File: src/rtl/des_pkg.sv
// Shared DES key-schedule definitions: round shift table, PC1/PC2 bit tables,
// FSM state encoding and the 28-bit half-key rotate helper.
package des_pkg;

  localparam int NUM_ROUNDS = 16;

  typedef enum logic {
    IDLE = 1'b0,
    RUN  = 1'b1
  } state_t;

  // Left-rotate amount applied to C and D to produce round n+1 (index n)
  localparam logic [1:0] DES_SHIFT [0:15] = '{
    2'd1, 2'd1, 2'd2, 2'd2, 2'd2, 2'd2, 2'd2, 2'd2,
    2'd1, 2'd2, 2'd2, 2'd2, 2'd2, 2'd2, 2'd2, 2'd1
  };

  // Entry i names the DES input bit (1-based, MSB first) feeding output bit i+1
  localparam int PC1_TAB [0:55] = '{
    57, 49, 41, 33, 25, 17,  9,
     1, 58, 50, 42, 34, 26, 18,
    10,  2, 59, 51, 43, 35, 27,
    19, 11,  3, 60, 52, 44, 36,
    63, 55, 47, 39, 31, 23, 15,
     7, 62, 54, 46, 38, 30, 22,
    14,  6, 61, 53, 45, 37, 29,
    21, 13,  5, 28, 20, 12,  4
  };

  localparam int PC2_TAB [0:47] = '{
    14, 17, 11, 24,  1,  5,
     3, 28, 15,  6, 21, 10,
    23, 19, 12,  4, 26,  8,
    16,  7, 27, 20, 13,  2,
    41, 52, 31, 37, 47, 55,
    30, 40, 51, 45, 33, 48,
    44, 49, 39, 56, 34, 53,
    46, 42, 50, 36, 29, 32
  };

  // dir=0 rotates left, dir=1 rotates right; amt is 0..2
  function automatic logic [27:0] rot28(input logic [27:0] x,
                                        input logic [1:0]  amt,
                                        input logic        dir);
    logic [27:0] r;
    r = x;
    case ({dir, amt})
      3'b001:  r = {x[26:0], x[27]};
      3'b010:  r = {x[25:0], x[27:26]};
      3'b101:  r = {x[0], x[27:1]};
      3'b110:  r = {x[1:0], x[27:2]};
      default: r = x;
    endcase
    return r;
  endfunction

endpackage

File: src/rtl/des_pc1.sv
// DES Permuted Choice 1: 64-bit key (bit 63 = DES bit 1) to 56-bit C0D0.
// Parity bits 8,16,..,64 are simply never selected.
module des_pc1
  import des_pkg::*;
(
  input  logic [63:0] key,
  output logic [55:0] pc1
);

  for (genvar i = 0; i < 56; i++) begin : g_pc1
    assign pc1[55-i] = key[64-PC1_TAB[i]];
  end

endmodule

File: src/rtl/des_pc2.sv
// DES Permuted Choice 2: 56-bit {C,D} (DES bit n = bit 56-n) to a 48-bit subkey.
module des_pc2
  import des_pkg::*;
(
  input  logic [55:0] cd,
  output logic [47:0] subkey
);

  for (genvar i = 0; i < 48; i++) begin : g_pc2
    assign subkey[47-i] = cd[56-PC2_TAB[i]];
  end

endmodule

File: src/rtl/des_key_schedule.sv
// DES key schedule: accepts a key, then streams the 16 round subkeys over a
// valid/ready port in K1..K16 (encrypt) or K16..K1 (decrypt) order.
module des_key_schedule
  import des_pkg::*;
(
  input  logic        clk,
  input  logic        rst_n,
  input  logic        key_valid,
  output logic        key_ready,
  input  logic [63:0] des_key_in,
  input  logic        decrypt,
  output logic        subkey_valid,
  input  logic        subkey_ready,
  output logic [47:0] subkey,
  output logic [3:0]  subkey_round,
  output logic        done
);

  // Handshakes: a transfer happens on a rising edge where valid and ready are
  // both high; valid is never withdrawn and data holds until it transfers.

  state_t      state, state_next;
  logic [27:0] c_reg, d_reg, c_next, d_next;
  logic [3:0]  cnt, cnt_next;
  logic        dir, dir_next;
  logic        done_next;
  logic [55:0] pc1_key;
  logic [55:0] pc1_rot;
  logic [1:0]  shift_amt;
  logic        key_hs, sub_hs;

  des_pc1 u_pc1 (
    .key (des_key_in),
    .pc1 (pc1_key)
  );

  des_pc2 u_pc2 (
    .cd     ({c_reg, d_reg}),
    .subkey (subkey)
  );

  assign key_ready    = (state == IDLE);
  assign subkey_valid = (state == RUN);
  assign subkey_round = dir ? (4'd15 - cnt) : cnt;
  assign key_hs       = key_valid & key_ready;
  assign sub_hs       = subkey_valid & subkey_ready;

  // Decrypt walks backwards: undo the shift that produced the current round
  assign shift_amt = dir ? DES_SHIFT[4'd15 - cnt] : DES_SHIFT[cnt + 4'd1];

  assign pc1_rot = {rot28(pc1_key[55:28], 2'd1, 1'b0),
                    rot28(pc1_key[27:0],  2'd1, 1'b0)};

  always_comb begin
    state_next = state;
    c_next     = c_reg;
    d_next     = d_reg;
    cnt_next   = cnt;
    dir_next   = dir;
    done_next  = 1'b0;
    case (state)
      IDLE: begin
        if (key_hs) begin
          dir_next   = decrypt;
          cnt_next   = 4'd0;
          state_next = RUN;
          // C16D16 equals C0D0, so decrypt starts from the unrotated PC1 value
          if (decrypt) begin
            c_next = pc1_key[55:28];
            d_next = pc1_key[27:0];
          end else begin
            c_next = pc1_rot[55:28];
            d_next = pc1_rot[27:0];
          end
        end
      end
      RUN: begin
        if (sub_hs) begin
          if (cnt == 4'(NUM_ROUNDS - 1)) begin
            state_next = IDLE;
            done_next  = 1'b1;
          end else begin
            cnt_next = cnt + 4'd1;
            c_next   = rot28(c_reg, shift_amt, dir);
            d_next   = rot28(d_reg, shift_amt, dir);
          end
        end
      end
      default: state_next = IDLE;
    endcase
  end

  always_ff @(posedge clk or negedge rst_n) begin
    if (!rst_n) begin
      state <= IDLE;
      c_reg <= '0;
      d_reg <= '0;
      cnt   <= '0;
      dir   <= 1'b0;
      done  <= 1'b0;
    end else begin
      state <= state_next;
      c_reg <= c_next;
      d_reg <= d_next;
      cnt   <= cnt_next;
      dir   <= dir_next;
      done  <= done_next;
    end
  end

endmodule
File: config.mk
export PLATFORM = sky130hd
export DESIGN_NAME = des_key_schedule
export DESIGN_NICKNAME = d
export VERILOG_FILES = /design/src/rtl/des_pkg.sv /design/src/rtl/des_pc1.sv /design/src/rtl/des_pc2.sv /design/src/rtl/des_key_schedule.sv
export SDC_FILE = /design/constraint.sdc
export NUM_CORES = 1
export LEC_CHECK = 0
export ABC_AREA = 1
export CAP_MARGIN = 5
export CORE_ASPECT_RATIO = 0.8
export CORE_MARGIN = 10
export CORE_UTILIZATION = 57
export DETAILED_ROUTE_END_ITERATION = 10
export PLACE_DENSITY_LB_ADDON = 0.1
export REMOVE_ABC_BUFFERS = 1
export SYNTH_ARGS = -nofsm -noshare
export SYNTH_HDL_FRONTEND = slang
export SYNTH_SLANG_ARGS = --single-unit
File: constraint.sdc
create_clock -name clk -period 5.8 [get_ports clk]
set_input_delay 1.16 -clock clk [delete_from_list [all_inputs] [get_ports clk]]
set_output_delay 1.16 -clock clk [all_outputs]
set_load 0.01 [all_outputs]
==> flow_summary.ini, run 1 <==
[detailed_routing]
wl_per_cell_microns = 14.02
ant_nets = 0
drc = 0
detail_route.iter0.violations = 694
wirelength_microns = 17040
avgViaCountPerCell = 5.281
vias = 6422
first_pass_iters = 5

[synthesis]
yosysSeqAreaShare_pct = 26.23
syn_area_sq_um = 6011
yosys-top-cells-area = nand2_1 36%, dfrtp_1 26%, nor2_1 7.7%
synth_seq_cells = 63
synth_cell_types = 23
synth_cells = 1058
synth_top_cell_by_area = nand2_1
yosysTopAreaCellShare_pct = 35.66
synth_area_per_cell_sq_um = 5.681
ys_warn_count = 0

[grt]
grt_pass1_vias = 5932
grt-ovfl-total = 0
grt_max_degree = 92
grt_pass1_wl_microns = 28890
antenna_found_initial = 0
grt_usage_pct = 22.42

[cells_and_area]
final_common_cell = nand2_1
nets = 1149
layout.cells.most_common_list = 571 x nand2_1, 124 x nor2_1, 113 x clkdlybuf4s50_1
antennaDiodeCount = 0
layout-drive-gt1-share_pct = 3.160
syn2layout_area_growth_pct = 15.38

[floorplanning]
die-area_sq_um = 15080
rows = 33
start_util_pct = 58.46
coreArea_sq_um = 10280
pin_count = 124
die_x_microns = 134.8
die_h_microns = 111.9

[cts]
root_buffer = clkbuf_16
htreeDepth = 3
cts_resized = 0
ctsHoldBuffers = 0
cts.sinks = 63
cts.clk_slew.worst_paths_ns = 0.05
cts_buffers = 9
cts_tree = done
cts_buffer_depth = 2
postCtsSetupBuffers = 0
insertion_delay_ns = 0.33

[sta]
rsz0062_at_grt = false
drv_slew = 0
worst_slew_pin_slew_ns = 1.160
fin_skew_ns = 0.004533
finalSetupTns_ns = 0
period_minus_slack_ns = 3.291
finalSetupViolCount = 0
hold_violations = 0
post-route-period-util_pct = 56.74
max_slew_margin_pct = 22.66
fmax_ghz = 0.3039

[power]
p_per_area_nw_per_um2 = 648.7
vdd_drop_max_v = 0.0004279
p_total_w = 0.004499
p_leak_nw = 3.781

[setup_path]
max_stage_delay_ns = 0.57
cp.required_ns = 6.02
crit_path_start_kind = register
worst-setup-path-type = register to register
crit_chain = ha_1 -> inv_1 -> nand2_1 -> o21ai_0 -> a21oi_1 -> inv_1 -> nor2_1 -> ha_1 -> clkinv_2 -> buf_4 -> nor2_1 -> nor2_1 -> o21ai_0 -> nand2_1 -> nand2_1 -> nand2_1
cp.arrival_ns = 3.51
worstPathMaxFanout = 57
crit_buf_inv = 4
timing.critical_path.mode_cell = nand2_1
slowest_stage = clkinv_2
end_kind = register
crit_family = buffers and inverters

[job]
cap_viol_max_count = 0

[placement]
place_hpwl_microns = 10210
place.gp.congestion = 0.8192
portBuffers = 115

[status]
run_status = complete, no violations

[hold_path]
hold_path.class = register to register
==> final timing paths <==
kind                                       start               endpoint  slack (ns)  cells after the start
setup reg to reg              cnt[1]$_DFFE_PN0P_   c_reg[4]$_DFFE_PN0P_        2.51                     16
max in group asynchronous                  rst_n   c_reg[9]$_DFFE_PN0P_        4.20                      2
min in group asynchronous                  rst_n  d_reg[12]$_DFFE_PN0P_        1.02                      2
hold reg to reg            c_reg[10]$_DFFE_PN0P_  c_reg[10]$_DFFE_PN0P_        0.55                      2
hold / removal             c_reg[10]$_DFFE_PN0P_  c_reg[10]$_DFFE_PN0P_        0.55                      2
setup / recovery              cnt[1]$_DFFE_PN0P_   c_reg[4]$_DFFE_PN0P_        2.51                     16
==> worst reg2reg max path: cells and delay by family, from the launching register on <==
family | cells | cell delay [ns]
flops | 1 | 0.44
fa+ha+maj | 2 | 0.46
simple gates | 7 | 0.62
compound gates | 3 | 0.41
buf+inv | 4 | 1.24
==> cells by family (layout without fill, tap and decap cells) <==
family	after synthesis	count (layout)	synth area share, %
adder cells (fa/ha/maj)	6	6	1.249
buffers and inverters	156	174	14.61
AND/OR/NAND/NOR	707	707	44.65
XOR/XNOR	5	5	0.7285
flip-flops	63	63	26.23
AO/OA/AOI/OAI	121	121	12.53
==> cell type report <==
class / count / area [sq um]
Tap cell: 140 / 175.2
Sequential cell: 63 / 1577
Fill cell: 995 / 3346
Timing Repair Buffer: 122 / 1194
Clock inverter: 1 / 5.005
Clock buffer: 12 / 266.5
Multi-Input combinational cell: 839 / 3568
Inverter: 39 / 150.1
==> metrics by stage <==
step | hold slack, ns | area, sq um | std cells | utilization (%) | worst slack, ns
floorplan | 0.5130 | 5281 | 941 | - | 2.000
global placement | 0.5408 | 6664 | 1203 | 64.82 | 2.607
detailed placement | 0.5387 | 6664 | 1203 | 64.82 | 2.566
CTS | 0.5523 | 6935 | 1216 | 67.46 | 2.556
global route | 0.5852 | 6935 | 1216 | 67.46 | 2.055
finish | 0.5524 | 6935 | 1216 | 67.46 | 2.509
==> synthesized netlist by cell type, drive strengths merged <==
master / instances
buf: 94
a21oi: 4
o211ai: 54
nand2: 573
clkbuf: 23
nor2: 127
nand3b: 1
nand4: 1
ha: 6
nand3: 5
o21ai: 62
dfrtp: 63
inv: 39
a31oi: 1
xor2: 5
==> routing by layer <==
metal / vias to the layer above / wire length [microns] / share of wire (%) / track usage (%)
met5: - / 0 / 0 / 0
met4: 0 / 155 / 0.91 / 4.345
met3: 15 / 1515 / 8.9 / 5.436
met2: 256 / 7857 / 46 / 36.58
met1: 2893 / 7514 / 44 / 29.43
li1: 3258 / - / - / -
==> report_power, final <==
group / switching [W] / internal [W] / total [W]
Clock: 0.000191 / 0.000316 / 0.000507
Sequential: 0.000309 / 0.000647 / 0.000955
Combinational: 0.00190 / 0.00114 / 0.00304
Total: 0.00240 / 0.00210 / 0.00450
Power figures use the tool's default switching activity.
==> run 2, diff against run 1 <==
--- a/config.mk
+++ b/config.mk
@@ -9,7 +9,7 @@
 export CAP_MARGIN = 5
 export CORE_ASPECT_RATIO = 0.8
 export CORE_MARGIN = 10
-export CORE_UTILIZATION = 57
+export CORE_UTILIZATION = 53
 export DETAILED_ROUTE_END_ITERATION = 10
 export PLACE_DENSITY_LB_ADDON = 0.1
 export REMOVE_ABC_BUFFERS = 1
==> constraint.sdc (replaced) <==
create_clock -name clk -period 3.3 [get_ports clk]
set_input_delay 0.66 -clock clk [delete_from_list [all_inputs] [get_ports clk]]
set_output_delay 0.66 -clock clk [all_outputs]
set_load 0.01 [all_outputs]
==> flow_summary.ini, run 2 (synthesized netlist as in run 1, its figures left out) <==
[detailed_routing]
detail_route.iter0.violations = 480
vias = 6360
wl_per_cell_microns = 13.76
ant_nets = 0
wirelength_microns = 16930
avgViaCountPerCell = 5.171
drc = 0
first_pass_iters = 5

[cts]
cts.sinks = 63
cts_tree = done
cts_resized = 0
insertion_delay_ns = 0.33
ctsHoldBuffers = 0
cts.clk_slew.worst_paths_ns = 0.05
cts_buffers = 9
postCtsSetupBuffers = 0
cts_buffer_depth = 2
root_buffer = clkbuf_16
htreeDepth = 3

[floorplanning]
start_util_pct = 54.77
die_h_microns = 115.3
pin_count = 124
die-area_sq_um = 16030
rows = 34
coreArea_sq_um = 10980
die_x_microns = 139.1

[cells_and_area]
antennaDiodeCount = 0
final_common_cell = nand2_1
layout-drive-gt1-share_pct = 3.775
final_cells = 1230
layout.cells.most_common_list = 571 x nand2_1, 124 x nor2_1, 113 x clkdlybuf4s50_1
nets = 1157
syn2layout_area_growth_pct = 17.61

[sta]
finalSetupTns_ns = 0
finalSetupViolCount = 0
fmax_ghz = 0.3420
hold_violations = 0
hold-worst-slack_ns = 0.4920
drv_slew = 0
worst_slew_pin_slew_ns = 0.9885
period_minus_slack_ns = 2.924
rsz0062_at_grt = false
fin_skew_ns = 0.003514
max_slew_margin_pct = 34.00
post-route-period-util_pct = 88.60

[grt]
grt_use_met1_pct = 25.81
grt_max_degree = 92
antenna_found_initial = 0
grt_pass1_vias = 5750
grt-ovfl-total = 0
grt_use_met2_pct = 35.36
grt_usage_pct = 20.72
grtUsageMet3_pct = 5.233
grt-busiest-layer = met2
grt_pass1_wl_microns = 28370

[setup_path]
end_kind = register
reg2reg_depth = 16
worstPathMaxFanout = 34
reg2reg_to = c_reg[12]$_DFFE_PN0P_
max_stage_delay_ns = 0.45
timing.critical_path.mode_cell = nand2_1
critPathLaunch = cnt[1]$_DFFE_PN0P_
worst-setup-path-type = register to register
r2r-start = cnt[1]$_DFFE_PN0P_
crit_buf_inv = 4
crit_cells = 16
slowest_stage = dfrtp_1
cp.required_ns = 3.52
r2r_setup_slack_ns = 0.38
crit_family = buffers and inverters
crit_chain = ha_1 -> inv_1 -> nand2_1 -> o21ai_0 -> a21oi_1 -> inv_1 -> nor2_1 -> ha_1 -> clkinv_2 -> buf_4 -> nor2_1 -> nor2_1 -> o21ai_0 -> nand2_1 -> nand2_1 -> nand2_1
cp.arrival_ns = 3.15
cp-endpoint = c_reg[12]$_DFFE_PN0P_
crit_path_start_kind = register

[power]
p_per_area_nw_per_um2 = 1148
p_sw_share_pct = 52.12
switchingPower_w = 0.004229
pwr-share-seq_pct = 20.8
internal_power_w = 0.003885
p_leak_nw = 3.843
p_comb_share_pct = 68.0
clkPwrFrac_pct = 11.2
vdd_drop_max_v = 0.0006002
p_total_w = 0.008114

[placement]
place.gp.congestion = 0.8373
dp.cells = 1215
place_hpwl_microns = 10690
portBuffers = 115

[job]
cap_viol_max_count = 0

[hold_path]
hold_path.class = primary input to asynchronous set/reset pin

[status]
run_status = complete, no violations
==> run 2: cell types whose count changed in the layout (fill, tap and decap cells not counted) <==
cell	before	now
clkbuf_1	0	3
clkinv_2	2	1
buf_12	0	5
buf_4	7	10
==> run 2: power groups by stage <==
stage               Clock, W  Sequential, W  Combinational, W
floorplan                  0        0.00165           0.00359
global placement           0        0.00168           0.00542
detailed placement         0        0.00168           0.00550
CTS                 0.000932        0.00167           0.00554
global route        0.000958        0.00175           0.00633
finish              0.000913        0.00169           0.00552
==> run 2: worst reg2reg max path, cell delays in order, from the launching register on <==
cell	delay [ns]
dfrtp_1	0.45
ha_1	0.27
inv_1	0.05
nand2_1	0.09
o21ai_0	0.10
a21oi_1	0.20
inv_1	0.06
nor2_1	0.15
ha_1	0.22
clkinv_2	0.41
buf_4	0.39
nor2_1	0.12
nor2_1	0.04
o21ai_0	0.09
nand2_1	0.06
nand2_1	0.06
nand2_1	0.05
==> run 2: routing by layer <==
metal,part of all wire (%),routed length (microns)
met5,0,0
met4,0.82,138
met3,6.5,1100
met2,48,8166
met1,44,7521
==> run 2: worst min path at each step <==
| stage | depth (start not counted) | startpoint | to | slack, ns |
|---|---|---|---|---|
| finish | 2 | rst_n | d_reg[16]$_DFFE_PN0P_ | 0.49 |
| global route | 2 | c_reg[10]$_DFFE_PN0P_ | c_reg[10]$_DFFE_PN0P_ | 0.59 |
| CTS | 2 | rst_n | d_reg[14]$_DFFE_PN0P_ | 0.56 |
| detailed placement | 2 | c_reg[10]$_DFFE_PN0P_ | c_reg[10]$_DFFE_PN0P_ | 0.55 |
| global placement | 2 | c_reg[10]$_DFFE_PN0P_ | c_reg[10]$_DFFE_PN0P_ | 0.54 |
| floorplan | 0 | rst_n | c_reg[0]$_DFFE_PN0P_ | 0.36 |
==> run 2: layout make-up <==
class | instances | area [sq um]
clock buffer | 15 | 277.8
fill | 1099 | 3906
inverter | 39 | 150.1
multi-input combinational | 839 | 3568
sequential | 63 | 1577
tap | 144 | 180.2
timing repair buffer | 130 | 1316
==> run 2: metrics by stage <==
| stage | setup slack (ns) | instance area [sq um] | util [%] |
|---|---|---|---|
| 2_1_floorplan | -0.5004 | 5281 | - |
| 3_3_place_gp | 0.5216 | 6792 | 61.88 |
| 3_5_place_dp | 0.4350 | 6792 | 61.88 |
| 4_1_cts | 0.4168 | 7069 | 64.41 |
| 5_1_grt | 0.0001694 | 7069 | 64.41 |
| 6_report | 0.3763 | 7069 | 64.41 |
==> run 3, diff against run 2 <==
--- a/config.mk
+++ b/config.mk
@@ -8,11 +8,10 @@
 export ABC_AREA = 1
 export CAP_MARGIN = 5
 export CORE_ASPECT_RATIO = 0.8
-export CORE_MARGIN = 10
+export CORE_MARGIN = 1.5
 export CORE_UTILIZATION = 53
 export DETAILED_ROUTE_END_ITERATION = 10
 export PLACE_DENSITY_LB_ADDON = 0.1
-export REMOVE_ABC_BUFFERS = 1
 export SYNTH_ARGS = -nofsm -noshare
 export SYNTH_HDL_FRONTEND = slang
 export SYNTH_SLANG_ARGS = --single-unit
==> flow_summary.ini, run 3 (synthesized netlist as in run 1, its figures left out) <==
[floorplanning]
die-area_sq_um = 11990
coreArea_sq_um = 10980
rows = 34
pin_count = 124
die_x_microns = 122.1
start_util_pct = 54.77
die_h_microns = 98.25

[setup_path]
cp.arrival_ns = 2.96
timing.critical_path.mode_cell = nand2_1
cp.required_ns = 3.57
worst-setup-path-type = register to register
crit_path_start_kind = register
crit_chain = ha_1 -> inv_1 -> nand2_1 -> o21ai_0 -> a21oi_1 -> inv_1 -> nor2_1 -> ha_2 -> buf_12 -> nand2_1 -> nand2_1 -> o21ai_0 -> nand2_1 -> nand2_1 -> nand2_1
max_stage_delay_ns = 0.61
crit_buf_inv = 3
crit_family = adder cells
worstPathMaxFanout = 29
slowest_stage = ha_2
end_kind = register

[detailed_routing]
wirelength_microns = 16180
wirelength_met1_microns = 7888
wl_per_cell_microns = 13.16
vias = 6311
routed.top_layer = met4
detail_route.iter0.violations = 581
avgViaCountPerCell = 5.135
met3_length_microns = 1024
drc = 0
first_pass_iters = 5
dr_wl_met2_microns = 7122
ant_nets = 0

[cells_and_area]
layout-drive-gt1-share_pct = 3.963
antennaDiodeCount = 0
final_area_sq_um = 7103
syn2layout_area_growth_pct = 18.17
final_common_cell = nand2_1
fillers = 1121
layout.cells.most_common_list = 571 x nand2_1, 124 x nor2_1, 113 x clkdlybuf4s50_1
nets = 1156
final_cells = 1229

[sta]
rsz0062_at_grt = false
max_slew_margin_pct = 34.44
period_minus_slack_ns = 2.685
fin_skew_ns = 0.007755
worst_slew_pin_slew_ns = 0.9819
worst_slack_ns = 0.6146
finalSetupViolCount = 0
finalSetupTns_ns = 0
drv_slew = 0
fmax_ghz = 0.3724
hold_violations = 0
post-route-period-util_pct = 81.38

[cts]
htreeDepth = 3
cts.clk_slew.worst_paths_ns = 0.06
cts.sinks = 63
cts_buffer_depth = 2
cts_tree = done
cts_resized = 0
cts_buffers = 9
postCtsSetupBuffers = 0
root_buffer = clkbuf_16
ctsHoldBuffers = 0
insertion_delay_ns = 0.33

[power]
p_leak_nw = 3.862
p_per_area_nw_per_um2 = 1157
vdd_drop_max_v = 0.0009262
p_total_w = 0.008220

[placement]
place.gp.congestion = 0.8049
dpl_cell_area_sq_um = 6771
dp.cells = 1214
place_hpwl_microns = 10220
portBuffers = 115
place_ws_ns = 0.6779

[status]
run_status = complete, no violations

[job]
cap_viol_max_count = 0

[grt]
grt_max_degree = 113
grt_usage_pct = 27.89
grt_pass1_wl_microns = 27280
grt-ovfl-total = 0
grt_pass1_vias = 5586
antenna_found_initial = 0

[synthesis]
synth_nets = 1133

[hold_path]
hold_path.class = primary input to asynchronous set/reset pin
-- run 3: cell count changes in the layout (fill, tap and decap cells not counted), sizes merged --
| cell | before | now |
|---|---|---|
| buf | 17 | 16 |
| bufinv | 0 | 2 |
| clkinv | 1 | 2 |
| clkbuf | 15 | 12 |
-- run 3: final cells by class --
type	count	area, sq um	area share, %
multi-input cells	839	3568	50.24
repair buffers	129	1296	18.25
well taps	144	180.2	2.537
clock inverters	3	65.06	0.9160
flip-flops and latches	63	1577	22.19
inverters	39	150.1	2.114
clock buffers	12	266.5	3.752
-- run 3: routing by layer --
layer | up-vias | track usage, %
li1 | 3267 | -
met1 | 2822 | 39.98
met2 | 205 | 43.52
met3 | 17 | 6.308
met4 | 0 | 4.830
met5 | - | 0
-- run 3: path summary, 6_finish.rpt --
path / startpoint / end / slack (ns) / cells after the start
max: cnt[1]$_DFFE_PN0P_ / d_reg[19]$_DFFE_PN0P_ / 0.61 / 15
min: rst_n / c_reg[16]$_DFFE_PN0P_ / 0.39 / 1
max reg2reg: cnt[1]$_DFFE_PN0P_ / d_reg[19]$_DFFE_PN0P_ / 0.61 / 15
min reg2reg: c_reg[19]$_DFFE_PN0P_ / c_reg[19]$_DFFE_PN0P_ / 0.57 / 2
max in group asynchronous: rst_n / c_reg[11]$_DFFE_PN0P_ / 2.16 / 2
min in group clk: c_reg[19]$_DFFE_PN0P_ / c_reg[19]$_DFFE_PN0P_ / 0.57 / 2
-- run 3: where the power goes --
group	internal (W)	leakage, nW	switching, W
clock network	0.000717	0.165	0.000342
logic	0.00215	2.90	0.00331
registers	0.00114	0.801	0.000563
-- run 3: metrics by stage --
stage / hold slack (ns) / utilization (%)
final: 0.3919 / 64.72
after floorplan: 0.3644 / -
after global placement: 0.5496 / 61.70
after detailed placement: 0.5560 / 61.70
after CTS: 0.4091 / 64.72
after global routing: 0.4338 / 64.72
